==> src/rtl/minhash_min_accumulator.sv <==
// Running per-seed minimum over one sequence of MinHash signature beats.
// The finished sketch and k-mer count are held on a valid/ready port until taken.
module minhash_min_accumulator #(
   parameter int HASHER_DATA_BITS = 32,
   parameter int NUM_HASHES       = 4,
   parameter int COUNT_BITS       = 16
) (
   input  logic                                   clk,
   input  logic                                   rst,
   input  logic [NUM_HASHES*HASHER_DATA_BITS-1:0] sig_in,
   input  logic                                   sig_valid,
   input  logic                                   sig_last,
   output logic                                   sig_ready,
   output logic [NUM_HASHES*HASHER_DATA_BITS-1:0] sketch_out,
   output logic [COUNT_BITS-1:0]                  kmer_count,
   output logic                                   sketch_valid,
   input  logic                                   sketch_ready
);

   localparam int W  = HASHER_DATA_BITS;
   localparam int SW = NUM_HASHES * HASHER_DATA_BITS;

   typedef enum logic [1:0] {
      S_EMPTY,
      S_ACCUM,
      S_DONE
   } state_t;

   state_t                state;
   logic [SW-1:0]         min_q;
   logic [SW-1:0]         min_next;
   logic [COUNT_BITS-1:0] count_q;
   logic [COUNT_BITS-1:0] count_next;
   logic                  in_accept;
   logic                  out_accept;

   assign in_accept  = sig_valid & sig_ready;
   assign out_accept = sketch_valid & sketch_ready;

   // Strict less-than so ties keep the stored value; EMPTY holds all-ones,
   // so the first beat of a sequence loads through the same comparison.
   always_comb begin
      min_next = min_q;
      for (int i = 0; i < NUM_HASHES; i++) begin
         if (sig_in[i*W +: W] < min_q[i*W +: W]) begin
            min_next[i*W +: W] = sig_in[i*W +: W];
         end
      end
   end

   assign count_next = (count_q == {COUNT_BITS{1'b1}}) ? count_q
                                                        : count_q + COUNT_BITS'(1);

   // sig_ready and sketch_valid are registered copies of the next state decode.
   always_ff @(posedge clk or posedge rst) begin
      if (rst) begin
         state        <= S_EMPTY;
         min_q        <= {SW{1'b1}};
         count_q      <= '0;
         sketch_valid <= 1'b0;
         sig_ready    <= 1'b1;
      end else begin
         case (state)
            S_EMPTY, S_ACCUM: begin
               if (in_accept) begin
                  min_q   <= min_next;
                  count_q <= count_next;
                  if (sig_last) begin
                     state        <= S_DONE;
                     sketch_valid <= 1'b1;
                     sig_ready    <= 1'b0;
                  end else begin
                     state <= S_ACCUM;
                  end
               end
            end
            S_DONE: begin
               if (out_accept) begin
                  state        <= S_EMPTY;
                  min_q        <= {SW{1'b1}};
                  count_q      <= '0;
                  sketch_valid <= 1'b0;
                  sig_ready    <= 1'b1;
               end
            end
            default: begin
               state        <= S_EMPTY;
               min_q        <= {SW{1'b1}};
               count_q      <= '0;
               sketch_valid <= 1'b0;
               sig_ready    <= 1'b1;
            end
         endcase
      end
   end

   assign sketch_out = min_q;
   assign kmer_count = count_q;

endmodule

==> config.mk <==
export PLATFORM = sky130hd
export DESIGN_NAME = minhash_min_accumulator
export DESIGN_NICKNAME = d
export VERILOG_FILES = /design/src/rtl/minhash_min_accumulator.sv
export SDC_FILE = /design/constraint.sdc
export NUM_CORES = 1
export LEC_CHECK = 0
export ABC_CLOCK_PERIOD_IN_PS = 4270
export CAP_MARGIN = 20
export CORE_MARGIN = 3
export CORE_UTILIZATION = 44
export DETAILED_ROUTE_END_ITERATION = 6
export GPL_TIMING_DRIVEN = 0
export PLACE_DENSITY = 0.82
export SLEW_MARGIN = 20
export SYNTH_ARGS = -nofsm -noshare
export SYNTH_HDL_FRONTEND = slang
export SYNTH_SLANG_ARGS = --single-unit
==> constraint.sdc <==
create_clock -name clk -period 4.27 [get_ports clk]
set_input_delay 0.6405 -clock clk [delete_from_list [all_inputs] [get_ports clk]]
set_output_delay 0.6405 -clock clk [all_outputs]
set_load 0.01 [all_outputs]
# == After elaboration in Yosys (flattened, before gate mapping) ==
# Cells that the tools add are included.
# classes
bitwise_logic,2
n_reduce_logical,9
n_eq_ne,11
order_cmp,4
addsub,1
muxes,23
# ops
op,n
$mux W128,2
$pmux W128 S2,1
$lt A32 B32 Y1,4
$mux W32,4
$mux W16,3
$pmux W16 S2,1
$reduce_and A3 Y1,6
$add A16 B1 Y16 const B,1
$eq A16 B16 Y1 const B,1
$ne A2 B2 Y1 const B,8
$mux W1,6
$mux W2,3
$pmux W1 S2,2
$pmux W2 S2,1
$and A1 B1 Y1,2
$eq A2 B1 Y1 const B,1
$eq A2 B2 Y1 const B,1
$logic_not A2 Y1,1
$reduce_and A2 Y1,1
$reduce_or A2 Y1,1
# totals
inputBits,133
output_inout_bits,146
reg_bits,148
elab_cells,58

# == Logic depth before layout (Yosys ltp) ==
# depth
depth_word,4
depth_mapped,9

# == Worst setup path before layout ==
# Ideal clock, no wire load.
# synth_timing
path_type,input to register
start,input sig_in[97]
end,register min_q[100] (netlist: sketch_out[100])
n_path_buf,1
cell_stages,7
slack_ns,1.441
arrival_ns,2.747
t_required_ns,4.188
path_cell_list,ha_1 > a2111o_1 > a32o_1 > or4_4 > a31oi_4 > buf_6 > mux2_2
# synth_via
elab_chain_cells,3
# synth_rtl
element,line_no,text
"start, declared",10,"input logic [NUM_HASHES*HASHER_DATA_BITS-1:0] sig_in,"
$lt A32 B32 Y1,45,if (sig_in[i*W +: W] < min_q[i*W +: W]) begin
$ne A2 B2 Y1 (no source line),-,
$reduce_and A3 Y1 (no source line),-,
"end signal, assigned",58,min_q <= {SW{1'b1}};
"end signal, assigned",66,min_q <= min_next;
"end signal, assigned",80,min_q <= {SW{1'b1}};
"end, declared",30,logic [SW-1:0] min_q;
# Every way passes these cells.
# A chain may end at the register's enable or synchronous reset.

# == Worst setup path in the final report ==
# layout_timing
start,input sig_in[1]
end,register min_q[4] (netlist: sketch_out[4])
# Same word-level chain as after synthesis.

==> impl_metrics.ini <==
[drt]
drt_iter0_drc = 263
routedWlPerCell_um = 16.61
wirelength_um = 25130
vias = 7814
drc = 0
post_drt_via_cell_ratio = 5.165
postRouteAntennaNets = 0
drt_pass1_iterations = 5

[min_path]
min_delay_worst_endpoint = sig_ready$_DFFE_PP1P_
min_from = sig_ready$_DFFE_PP1P_
hold_path_depth = 2
worstHoldPathType = reg2reg

[clocking]
cts_max_level = 4
cts_sinks = 148
cts_root_buf = clkbuf_16
post_cts_resized = 0
postCtsHoldBufs = 0
cts_tree = done
path_clk_slew_ps = 60
insertion_delay_ps = 410
post_cts_buffers = 0
clockBufferDepth = 2
cts_buffers = 17

[cells_and_area]
finalNonFillerCells = 1513
insertedDiodeCount = 0
synthToLayoutAreaGrowth_pct = 40.31
utilization_pct = 64.07
fin_area_um2 = 13210
drive_above_1_share_pct = 22.04
layout.nets = 1488

[sta]
setup_tns_ps = 0
rsz0062_at_grt = false
report.final.slew_viol_count = 0
final.min_clock_period_ps = 3522
final_hold_viol_count = 0
period_share_pct = 82.48
finalSetupViolations = 0
fmax_mhz = 284.0
slew_headroom_pct = 38.11
worstMarginPinSlew_ps = 905.0
finClkSkew_ps = 8.140

[logic_synthesis]
yosys_warnings = 0
synth_top_cell_by_area = dfstp_2
synth_seq_area_share_pct = 41.04
synth.cell_area_um2 = 9418
synth.most_common_cell = nand2_1
avgSynthCellArea_um2 = 10.15
synth.net_count = 1186
async_reset_ff_share_pct = 100.0
synth_common_cells = nand2_1 (134), inv_1 (131), dfstp_2 (129)
synth_top_area_share_pct = 35.99
ys_ff_latch = 148
synth_area_leaders = dfstp_2 (36%), ha_1 (17%), mux2_2 (11%)
synth_cell_types = 41
synth_edf_count = 0
synthCells = 928
synthFlopType = dfstp_2

[power_and_ir_drop]
power_mw = 3.144
peakVddDrop_v = 0.0002481
leakage_nw = 5.968
p_per_area_nw_per_um2 = 237.9

[run]
maxCapViolCount = 0

[grt]
grt_overflow_total = 0
grt_max_degree = 32
grt_usage_pct = 21.45
grt_pass1_vias = 8102
grt_pass1_wl_um = 41190
antenna_found_initial = 0

[floorplanning]
rows = 52
coreArea_um2 = 20620
ioPinCount = 279
chipHeight_um = 152.3
initial_core_util_pct = 45.66
dieArea_um2 = 23200
fp.dieW_um = 152.3

[critical_path]
worstReg2RegStart = sketch_out[1]$_DFFE_PP1P_
r2r_cells = 8
slowest_delay_ps = 860
critPathCaptureType = flip-flop
cp_max_fo = 10
regToRegSetupSlack_ps = 860
cp_slowest_cell = a2111oi_0
cp.required_ps = 4610
crit_top_cell = a2111oi_0
critPathTopFamily = compound AO/OA/AOI/OAI gates
cp.arrival_ps = 3860
crit_type = in2reg
timing.rr.end = sketch_out[4]$_DFFE_PP1P_
crit_buf_inv = 2
path_cells = clkdlybuf4s50_1 > ha_1 > a2111oi_0 > o21ai_0 > a2111oi_0 > o211ai_1 > clkbuf_1 > o22a_1
critPathLaunchType = primary input

[placement]
place_inst = 1481
hpwl_um = 19980
gp_congestion = 0.8425
portBuffers = 278
placed_cell_area_um2 = 12640

[status]
status = finished, final reports clean
## metrics by stage
| step | hold slack, ps | worst slack (ps) |
|---|---|---|
| after floorplan | 438.5 | 1441 |
| after global placement | 458.8 | 368.1 |
| after detailed placement | 474.2 | 408.1 |
| after CTS | 490.0 | 836.0 |
| after global routing | 528.8 | 562.1 |
| final | 489.5 | 748.3 |
## registers in the layout (all words and copies together), names as in the netlist
register,flops
state,2
sketch_out,128
kmer_count,16
sig_ready,1
sketch_valid,1
## cell type report
type,count,area (um2)
plain buffers,29,180.2
clock buffers,21,471.7
clock inverters,11,100.1
fillers,1656,7411
inverters,131,495.5
multi-input cells,620,4881
flip-flops and latches,148,3865
well taps,270,337.8
repair buffers,283,2883
## where the power goes
part | total [mW] | internal (mW) | switching, mW
sequential | 1.41 | 1.41 | 0
clock | 1.46 | 0.854 | 0.607
combinational | 0.273 | 0.156 | 0.116
## metal layers
layer | share of wire, % | vias up | global-route usage, % | routed length, um
li1 | - | 3820 | - | -
met1 | 44 | 3729 | 27.60 | 11010
met2 | 48 | 234 | 36.47 | 12060
met3 | 6.1 | 31 | 4.828 | 1544
met4 | 2.1 | 0 | 5.950 | 517
met5 | 0 | - | 0 | 0
## cell families after synthesis
logic type | count (synthesis) | synth area share, %
buffers and inverters | 160 | 7.134
xor gates and xnor gates | 13 | 1.209
AOI/OAI and AO/OA | 139 | 10.73
DFF | 148 | 41.04
and+or+nand+nor | 246 | 11.73
muxes | 97 | 11.55
adders and majority gates | 125 | 16.61
## cells in the final DEF (no fill, tap or decap), types with 26 or more instances in the layout
cell type and count:
nor2_1 33, mux2_2 91, clkdlybuf4s50_1 278, o22a_1 33
nand4_1 26, nand2_1 134, dfstp_2 129, ha_1 125
a21oi_1 41, inv_1 130
## tightest hold or removal path: cells and delay by family (launching register included)
family,cells,cell delay (ps)
flops,1,390
simple gates,2,90
## worst max path at each step
| stage | startpoint | end | slack (ps) | depth (start not counted) |
|---|---|---|---|---|
| after floorplan | sig_in[97] | sketch_out[100]$_DFFE_PP1P_ | 1440 | 7 |
| after detailed placement | sig_in[1] | sketch_out[4]$_DFFE_PP1P_ | 410 | 8 |
| after global routing | sig_in[1] | sketch_out[8]$_DFFE_PP1P_ | 560 | 8 |
| final | sig_in[1] | sketch_out[4]$_DFFE_PP1P_ | 750 | 8 |
| after global placement | rst | kmer_count[15]$_DFFE_PP0P_ | 370 | 2 |
| after CTS | sig_in[1] | sketch_out[4]$_DFFE_PP1P_ | 840 | 8 |
Power figures use the tool's default switching activity.
